File: src/rtl/countdown_timer.sv
// countdown_timer: loads a {min, sec, msec_10} preset and counts it down
// in 10 ms ticks to zero, then raises a sticky expired flag and a done pulse.
module countdown_timer #(
    parameter int unsigned TICK_DIV = 250000
) (
    input  logic        clk,
    input  logic        reset,
    input  logic [1:0]  cmd,
    input  logic [23:0] load_value,
    output logic [23:0] timer,
    output logic        running,
    output logic        expired,
    output logic        done
);

    localparam logic [1:0]  CMD_RUN   = 2'd1;
    localparam logic [1:0]  CMD_LOAD  = 2'd2;
    localparam logic [31:0] TICK_LAST = 32'(TICK_DIV - 1);

    logic [31:0] clk_cnt;
    logic [7:0]  min;
    logic [7:0]  sec;
    logic [7:0]  cs;

    logic [7:0]  min_dec;
    logic [7:0]  sec_dec;
    logic [7:0]  cs_dec;
    logic [7:0]  min_ld;
    logic [7:0]  sec_ld;
    logic [7:0]  cs_ld;
    logic        is_zero;
    logic        last_step;
    logic        tick;
    logic        run_cmd;
    logic        load_cmd;

    assign run_cmd   = (cmd == CMD_RUN);
    assign load_cmd  = (cmd == CMD_LOAD);
    assign is_zero   = (min == 8'd0) && (sec == 8'd0) && (cs == 8'd0);
    assign last_step = (min == 8'd0) && (sec == 8'd0) && (cs == 8'd1);
    assign tick      = (clk_cnt == TICK_LAST);

    assign min_ld = (load_value[23:16] > 8'd99) ? 8'd99 : load_value[23:16];
    assign sec_ld = (load_value[15:8]  > 8'd59) ? 8'd59 : load_value[15:8];
    assign cs_ld  = (load_value[7:0]   > 8'd99) ? 8'd99 : load_value[7:0];

    // Borrow ripples cs -> sec -> min; min never underflows since
    // a step is only taken while the timer is non-zero.
    always_comb begin
        cs_dec  = cs - 8'd1;
        sec_dec = sec;
        min_dec = min;
        if (cs == 8'd0) begin
            cs_dec = 8'd99;
            if (sec == 8'd0) begin
                sec_dec = 8'd59;
                min_dec = min - 8'd1;
            end else begin
                sec_dec = sec - 8'd1;
            end
        end
    end

    always_ff @(posedge clk) begin
        if (reset) begin
            clk_cnt <= 32'd0;
            min     <= 8'd0;
            sec     <= 8'd0;
            cs      <= 8'd0;
            expired <= 1'b0;
            done    <= 1'b0;
            running <= 1'b0;
        end else begin
            done    <= 1'b0;
            running <= run_cmd && !is_zero;
            unique case (1'b1)
                load_cmd: begin
                    clk_cnt <= 32'd0;
                    min     <= min_ld;
                    sec     <= sec_ld;
                    cs      <= cs_ld;
                    expired <= 1'b0;
                end
                run_cmd: begin
                    if (is_zero) begin
                        clk_cnt <= 32'd0;
                        if (!expired) begin
                            expired <= 1'b1;
                            done    <= 1'b1;
                        end
                    end else if (tick) begin
                        clk_cnt <= 32'd0;
                        min     <= min_dec;
                        sec     <= sec_dec;
                        cs      <= cs_dec;
                        if (last_step) begin
                            expired <= 1'b1;
                            done    <= 1'b1;
                        end
                    end else begin
                        clk_cnt <= clk_cnt + 32'd1;
                    end
                end
                default: begin
                end
            endcase
        end
    end

    assign timer = {min, sec, cs};

endmodule
File: config.mk
export PLATFORM = sky130hd
export DESIGN_NAME = countdown_timer
export DESIGN_NICKNAME = d
export VERILOG_FILES = /design/src/rtl/countdown_timer.sv
export SDC_FILE = /design/constraint.sdc
export NUM_CORES = 1
export LEC_CHECK = 0
export ABC_CLOCK_PERIOD_IN_PS = 2500
export CAP_MARGIN = 40
export CORE_MARGIN = 4
export CORE_UTILIZATION = 30
export CTS_CLUSTER_SIZE = 30
export DETAILED_ROUTE_END_ITERATION = 10
export SYNTH_ARGS = -nofsm -noshare
export SYNTH_HDL_FRONTEND = slang
export SYNTH_SLANG_ARGS = --single-unit
export TNS_END_PERCENT = 50
File: constraint.sdc
create_clock -name clk -period 2.5 [get_ports clk]
set_input_delay 0.5 -clock clk [delete_from_list [all_inputs] [get_ports clk]]
set_output_delay 0.5 -clock clk [all_outputs]
set_load 0.03 [all_outputs]
==> impl_metrics.yaml, run 1 <==
worst_hold_path:
  hold_end: "done$_SDFF_PP0_"
  hp-class: "reg -> reg"
  hp-start: "expired$_SDFFE_PP0P_"
  worstHoldPathCells: 1
logic_synthesis:
  syn_area_um2: 3910
  syn_inst: 496
  netlist.area_leader.share_pct: 30.2
  netlist_top_cells_count: "dfxtp_1 (59), nand2_1 (44), nor2_1 (30)"
  synth.distinct_cells: 70
  ys.flop_type: "dfxtp_1"
  syn_nets: 531
  synth_seq_cells: 59
  synth-async-reset-ratio_pct: 0
  postSynthAreaPerCell_um2: 7.89
  yosysMostFrequentCell: "dfxtp_1"
  synth.area.top_cells: "dfxtp_1 (30%), nand2_1 (4.2%), nand3_1 (3.2%)"
  yosysWarnings: 0
  synth_compound_area_share_pct: 25.7
  synth-xor-area-share_pct: 1.57
  synth_simple_gate_area_share_pct: 33.9
  synthMuxAreaShare_pct: 0.544
  synthAdderAreaFrac_pct: 2.24
  yosysTopAreaCell: "dfxtp_1"
  synth-seq-area-share_pct: 30.2
  synth_top_family_by_area: "simple AND/OR/NAND/NOR gates"
  synth-edff-count: 0
routing:
  dr.first_iter.drc_count: 412
  antenna_left: 0
  viasPerCell: 5.75
  vias: 4430
  wl_per_cell_um: 16.3
  drc: 0
  drt_pass1_iterations: 5
  drt-total-wl_mm: 12.6
worst_setup_path:
  reg2reg_setup_slack_ps: 110
  rr_worst_depth: 5
  crit_path_start_kind: "register"
  setup.worst_path.class: "reg -> reg"
  cp-end-kind: "register"
  worstPathMaxFanout: 6
  reg2reg_to: "min[4]$_SDFFE_PP0P_"
  r2r_start: "sec[7]$_SDFFE_PP0P_"
  crit_arrival_ps: 2590
  cp_data_required_time_ps: 2710
grt:
  first_global_vias: 4111
  grt_usage_pct: 16.7
  antenna_found_initial: 0
  grt_util_met2_pct: 28.2
  top_usage_layer: "met2"
  overflow: 0
  grt_pass1_wl_mm: 20.3
  grt_max_degree: 32
  grtUsageMet1_pct: 21.0
  gr-usage-met3_pct: 3.39
die:
  die_x_um: 122
  fp.dieArea_um2: 14900
  fp.dieH_um: 122
  start_util_pct: 30.9
  ioPinCount: 55
  core-area_um2: 12700
  rows: 41
clock_network:
  clock_latency_ps: 320
  cts_made_buffers: 9
  cts_buffer_depth: 2
  cts_tree: "yes"
  hold_buffers: 0
  cts.htree.levels: 3
  cts_root_buffer: "clkbuf_16"
  clk_pin_slew_ps: 50
  cts.sinks: 59
layout:
  seqCellArea_um2: 1190
  multi_input_area_um2: 2510
  drive_gt1_share_pct: 16.6
  stdcell_area_um2: 5370
  area_growth_pct: 37.2
  nNetsFinal: 629
  fillerInstances: 1289
  instances_no_fill: 770
  antennaDiodeCount: 0
pwr:
  p_leak_nw: 2.02
  p_per_area_nw_per_um2: 580
  power_mw: 3.11
  peakVddDrop_v: 0.000261
sta:
  fin_hold_ws_ps: 471
  fmax_ghz: 0.419
  period_minus_slack_ps: 2390
  slew_headroom_pct: 57.9
  setup_viol_count_final: 0
  hold_violations: 0
  worst-slew-pin-transition_ps: 625
  grt_setup_unrepaired: "no"
  post-route-period-util_pct: 95.5
  fin_skew_ps: 5.87
  drv_slew: 0
placement:
  dp_hpwl_mm: 9.40
  dp.cells: 755
  post_dp_cell_area_um2: 5060
  port_buffers: 54
  place_congestion: 0.890
status:
  outcome: "finished, final reports clean"
flow_run:
  drv_cap: 0
==> state kept, by name, indices dropped and copies added (netlist names) <==
signal,flops
expired,1
min,8
running,1
cs,8
sec,8
clk_cnt,32
done,1
==> metrics by stage <==
step                      setup slack, ps  util [%]  setup TNS (ps)
after global placement               -109      39.9            -309
after global routing                 12.0      42.4               0
after detailed placement             -145      39.9           -1210
final                                 113      42.4               0
after CTS                            97.7      42.4               0
after floorplan                     0.851         -               0
==> report_power, final <==
group,internal (mW),switching (mW),total [mW]
clock network,0.777,0.442,1.22
logic,0.399,0.487,0.886
registers,0.978,0.0310,1.01
==> worst max path at each step <==
stage	startpoint	end	cells past startpoint
floorplan	min[0]$_SDFFE_PP0P_	min[4]$_SDFFE_PP0P_	8
global placement	cmd[0]	min[7]$_SDFFE_PP0P_	6
detailed placement	cmd[0]	min[7]$_SDFFE_PP0P_	6
CTS	min[0]$_SDFFE_PP0P_	min[4]$_SDFFE_PP0P_	7
global route	cs[1]$_SDFFE_PP0P_	min[6]$_SDFFE_PP0P_	8
finish	sec[7]$_SDFFE_PP0P_	min[4]$_SDFFE_PP0P_	5
==> critical path, stage by stage, from the launching register on <==
cell and delay (ps):
dfxtp_1 370, or4_1 600, or4_4 590, o211ai_4 210, o31a_4 180, mux2_1 320
==> logic make-up (layout without fill, tap and decap cells) <==
group           after synthesis  in the layout
simple gates                232            232
compound gates              133            133
flops                        59             59
buf+inv                      56            158
fa+ha+maj                     7              7
xor+xnor                      7              7
mux                           2              2
==> layout make-up <==
class	instances	share of cell area [%]
multi-input cells	381	46.8
repair buffers	119	19.9
clock inverters	3	0.373
inverters	24	1.68
clock buffers	12	5.18
flip-flops and latches	59	22.1
well taps	172	4.01
==> layout by cell type, fill, tap and decap left out, types with 4 or more instances in the layout <==
master / count
xor2_1: 4
and4_1: 7
a21oi_1: 11
or2_2: 4
nor2_1: 30
o22ai_1: 8
nor4_1: 20
o211ai_1: 5
clkdlybuf4s50_1: 54
nand2b_1: 7
nor3b_1: 6
nor3_1: 15
nand4_1: 16
a22o_1: 4
ha_1: 7
o21ai_0: 13
nand3_1: 25
inv_1: 23
clkbuf_16: 10
o41ai_1: 4
a31oi_1: 14
or4_1: 12
and3_1: 10
nand2_1: 44
dfxtp_1: 57
or3_1: 9
o31ai_1: 13
nand3b_1: 4
a21o_1: 10
a31o_1: 4
nor4b_1: 10
buf_4: 62
==> repair_timing <==
action                                  4_1_cts  5_1_grt
gates resized for setup                       1        0
hold endpoints to repair                      0        0
setup buffers                                 0        0
endpoints found under the setup margin        1        0
==> metal layers <==
layer / wire, um / part of all wire (%)
met2: 6110 / 49
met1: 5490 / 44
met4: 229 / 1.8
met5: 0 / 0
met3: 735 / 5.8
Note: power is estimated with default switching activity, not from simulation.
==> run 2, diff against run 1 <==
--- a/config.mk
+++ b/config.mk
@@ -7,8 +7,7 @@
 export LEC_CHECK = 0
 export ABC_CLOCK_PERIOD_IN_PS = 2500
 export CAP_MARGIN = 40
-export CORE_MARGIN = 4
-export CORE_UTILIZATION = 30
+export CORE_UTILIZATION = 34
 export CTS_CLUSTER_SIZE = 30
 export DETAILED_ROUTE_END_ITERATION = 10
 export SYNTH_ARGS = -nofsm -noshare
==> impl_metrics.yaml, run 2 (synthesis results as in run 1) <==
status:
  outcome: "finished, final reports clean"
routing:
  viasPerCell: 6.02
  drt-total-wl_mm: 12.7
  drc: 0
  antenna_left: 0
  drt_pass1_iterations: 5
  wl_per_cell_um: 17.1
  dr.first_iter.drc_count: 350
  vias: 4480
worst_setup_path:
  setup.worst_path.class: "reg -> reg"
  crit_arrival_ps: 2640
  reg2reg_to: "clk_cnt[4]$_SDFFE_PP0N_"
  cp-endpoint: "clk_cnt[4]$_SDFFE_PP0N_"
  critical_path.startpoint: "min[0]$_SDFFE_PP0P_"
  cp-end-kind: "register"
  reg2reg_setup_slack_ps: 90
  crit_path_start_kind: "register"
  rr_worst_depth: 7
  worstPathMaxFanout: 13
  cp_data_required_time_ps: 2730
  r2r_start: "min[0]$_SDFFE_PP0P_"
sta:
  drv_slew: 0
  worst-slew-pin-transition_ps: 414
  fin_ws_ps: 91.2
  setup_viol_count_final: 0
  post-route-period-util_pct: 96.4
  fin_skew_ps: 7.83
  period_minus_slack_ps: 2410
  slew_headroom_pct: 72.3
  fmax_ghz: 0.415
  hold_violations: 0
  tns_ps: 0
clock_network:
  cts_tree: "yes"
  cts_made_buffers: 9
  clk_pin_slew_ps: 50
  cts_buffer_depth: 2
  cts.sinks: 59
  cts.htree.levels: 3
  cts_root_buffer: "clkbuf_16"
  clock_latency_ps: 340
  hold_buffers: 0
layout:
  fillerInstances: 1082
  instances_no_fill: 744
  area_growth_pct: 37.7
  largest_reg_flops: 32
  regMostFlops: "clk_cnt"
  layout_commonest_cell: "buf_4"
  final_cell_mix: "buf_4 (66), dfxtp_1 (57), clkdlybuf4s50_1 (54)"
  seqCellArea_um2: 1190
  nNetsFinal: 634
  antennaDiodeCount: 0
  multi_input_area_um2: 2540
  drive_gt1_share_pct: 17.9
die:
  core-area_um2: 11000
  rows: 38
  start_util_pct: 35.5
  fp.dieArea_um2: 11900
  die_x_um: 109
  ioPinCount: 55
  fp.dieH_um: 109
flow_run:
  drv_cap: 0
pwr:
  peakVddDrop_v: 0.000389
  power_mw: 3.13
  p_leak_nw: 2.05
  p_per_area_nw_per_um2: 581
grt:
  overflow: 0
  grt_pass1_wl_mm: 21.0
  grt_max_degree: 32
  grt_usage_pct: 22.6
  first_global_vias: 4192
  antenna_found_initial: 0
worst_hold_path:
  worstHoldPathCells: 1
  hp-class: "reg -> reg"
placement:
  place_congestion: 0.822
  place_ws_ps: -141
  dp.cells: 728
  dp_hpwl_mm: 9.15
  port_buffers: 54
run 2: changes by cell type in the layout (fill, tap and decap cells not counted), moves of 2 or more:
cell        change
nand3_2         +2
clkinv_2        +2
clkbuf_8        -2
nand3_1         -2
clkinvlp_4      -2
buf_4           +4
clkbuf_1        +2
run 2: what timing repair did:
action                     CTS  global route
gates resized for setup      2             5
setup buffers                0             0
setup endpoints to repair    4            22
pin swaps                    1             0
run 2: metal layers:
metal  part of all wire, %  global-route usage (%)  vias to the layer above
li1                      -                       -                     2154
met1                    46                    29.8                     2155
met2                    47                    36.5                      153
met3                   5.5                    3.71                       18
met4                   1.7                    9.52                        0
met5                     0                       0                        -
run 2: worst min-delay path by stage:
stage                             startpoint                  endpoint  slack, ps
floorplan           clk_cnt[17]$_SDFFE_PP0N_  clk_cnt[17]$_SDFFE_PP0N_        460
global placement    clk_cnt[17]$_SDFFE_PP0N_  clk_cnt[17]$_SDFFE_PP0N_        480
detailed placement  clk_cnt[17]$_SDFFE_PP0N_  clk_cnt[17]$_SDFFE_PP0N_        490
CTS                 clk_cnt[17]$_SDFFE_PP0N_  clk_cnt[17]$_SDFFE_PP0N_        500
global route            expired$_SDFFE_PP0P_      expired$_SDFFE_PP0P_        530
finish              clk_cnt[17]$_SDFFE_PP0N_  clk_cnt[17]$_SDFFE_PP0N_        500
run 2: report_power, final:
part           leakage (nW)  switching (mW)  total [mW]  internal [mW]
registers             0.480          0.0378        1.02          0.978
clock network         0.143           0.462        1.23          0.768
logic                  1.43           0.485       0.883          0.398
total                  2.05           0.985        3.13           2.14
run 2: area by class of cell:
cell class / instances / area share (%)
Clock inverter: 5 / 0.999
Inverter: 24 / 1.67
Sequential cell: 59 / 22.0
Clock buffer: 11 / 4.32
Multi-Input combinational cell: 381 / 47.2
Timing Repair Buffer: 124 / 20.6
Tap cell: 140 / 3.25
run 2: per-stage QoR:
step	area (um2)	hold WS [ps]	util [%]
floorplan	3920	458	-
global placement	5060	482	45.9
detailed placement	5060	491	45.9
CTS	5360	505	48.6
global route	5390	530	48.8
finish	5390	504	48.8
run 2: critical path, cell delays in order, from the launching register on:
cell,delay (ps)
dfxtp_4,340
inv_2,60
ha_2,200
or4b_4,510
or4_4,480
o21a_4,300
a41o_1,250
a21o_1,170
==> run 3, diff against run 2 <==
--- a/config.mk
+++ b/config.mk
@@ -10,6 +10,7 @@
 export CORE_UTILIZATION = 34
 export CTS_CLUSTER_SIZE = 30
 export DETAILED_ROUTE_END_ITERATION = 10
+export SKIP_LAST_GASP = 1
 export SYNTH_ARGS = -nofsm -noshare
 export SYNTH_HDL_FRONTEND = slang
 export SYNTH_SLANG_ARGS = --single-unit
==> impl_metrics.yaml, run 3 (synthesis results as in run 1) <==
placement:
  port_buffers: 54
  post_dp_cell_area_um2: 5060
  dp_hpwl_mm: 9.15
  dp.cells: 728
  place_ws_ps: -141
  place_congestion: 0.822
clock_network:
  clk_pin_slew_ps: 50
  clock_latency_ps: 340
  cts.sinks: 59
  post_cts_buffers: 0
  hold_buffers: 0
  cts.htree.levels: 3
  cts_made_buffers: 9
  cts_buffer_depth: 2
  cts_tree: "yes"
  cts_root_buffer: "clkbuf_16"
pwr:
  p_leak_nw: 2.05
  p_per_area_nw_per_um2: 582
  power_mw: 3.13
  peakVddDrop_v: 0.000388
routing:
  antenna_left: 0
  drc: 0
  drt_pass1_iterations: 5
  wl_per_cell_um: 17.1
  viasPerCell: 5.98
  dr.first_iter.drc_count: 340
  drt-total-wl_mm: 12.7
  vias: 4451
grt:
  antenna_found_initial: 0
  overflow: 0
  first_global_vias: 4192
  grt_max_degree: 32
  grt_usage_pct: 22.6
  grt_pass1_wl_mm: 21.0
sta:
  slew_headroom_pct: 65.2
  setup_viol_count_final: 0
  drv_slew: 0
  grt_setup_unrepaired: "yes"
  period_minus_slack_ps: 2460
  worst-slew-pin-transition_ps: 522
  fin_ws_ps: 39.8
  fin_skew_ps: 8.01
  post-route-period-util_pct: 98.4
  tns_ps: 0
  hold_violations: 0
  fin_hold_ws_ps: 504
  fmax_ghz: 0.406
layout:
  final_core_util_pct: 48.7
  largest_reg_flops: 32
  instances_no_fill: 744
  regMostFlops: "clk_cnt"
  fillerInstances: 1087
  nNetsFinal: 634
  area_growth_pct: 37.3
  final_cell_mix: "buf_4 (67), dfxtp_1 (57), clkdlybuf4s50_1 (54)"
  layout_commonest_cell: "buf_4"
  multi_input_area_um2: 2530
  antennaDiodeCount: 0
  seqCellArea_um2: 1190
  drive_gt1_share_pct: 17.7
  stdcell_area_um2: 5370
die:
  ioPinCount: 55
  fp.dieArea_um2: 11900
  die_x_um: 109
  start_util_pct: 35.5
  fp.dieH_um: 109
  rows: 38
  core-area_um2: 11000
worst_setup_path:
  worstPathMaxFanout: 7
  crit_arrival_ps: 2670
  setup.worst_path.class: "reg -> reg"
  cp-end-kind: "register"
  crit_path_start_kind: "register"
  cp_data_required_time_ps: 2710
flow_run:
  drv_cap: 0
status:
  outcome: "finished, final reports clean"
worst_hold_path:
  hp-class: "reg -> reg"
run 3: changes by cell type in the layout (fill, tap and decap cells not counted):
cell / change
o21ai_4: -1
buf_6: -1
nand3_2: -1
o21ai_2: +1
nand3_1: +1
buf_4: +1
run 3: area by class of cell:
| class | count | share of cell area [%] |
|---|---|---|
| Multi-Input combinational cell | 381 | 47.1 |
| Inverter | 24 | 1.68 |
| Clock buffer | 11 | 4.33 |
| Tap cell | 140 | 3.26 |
| Timing Repair Buffer | 124 | 20.5 |
| Clock inverter | 5 | 1.00 |
| Sequential cell | 59 | 22.1 |
run 3: timing repair:
action	in CTS	in global routing
resized for setup	2	2
gates cloned	0	0
pin swaps	1	0
setup endpoints to repair	4	22
run 3: worst paths after layout:
kind	depth (start not counted)	start	to	slack, ps
setup reg to reg	8	cs[1]$_SDFFE_PP0P_	min[3]$_SDFFE_PP0P_	40
hold / removal	1	clk_cnt[17]$_SDFFE_PP0N_	clk_cnt[17]$_SDFFE_PP0N_	500
hold reg to reg	1	clk_cnt[17]$_SDFFE_PP0N_	clk_cnt[17]$_SDFFE_PP0N_	500
setup / recovery	8	cs[1]$_SDFFE_PP0P_	min[3]$_SDFFE_PP0P_	40
run 3: layer usage:
layer	global-route usage [%]	share of wire, %
met5	0	0
met4	9.52	1.8
met3	3.71	5.4
met2	36.5	47
met1	29.8	46
run 3: power by group:
| part | internal (mW) | switching, mW | total, mW | leakage (nW) |
|---|---|---|---|---|
| combinational | 0.397 | 0.481 | 0.878 | 1.43 |
| sequential | 0.978 | 0.0372 | 1.02 | 0.480 |
| clock | 0.768 | 0.465 | 1.23 | 0.143 |
| total | 2.14 | 0.984 | 3.13 | 2.05 |
run 3: worst max-delay path, stage by stage, from the launching register on:
cell	delay [ps]
dfxtp_1	330
inv_1	90
ha_1	190
or4b_4	520
o21ai_2	200
nand3_2	190
buf_4	210
o41ai_1	460
a31oi_1	130
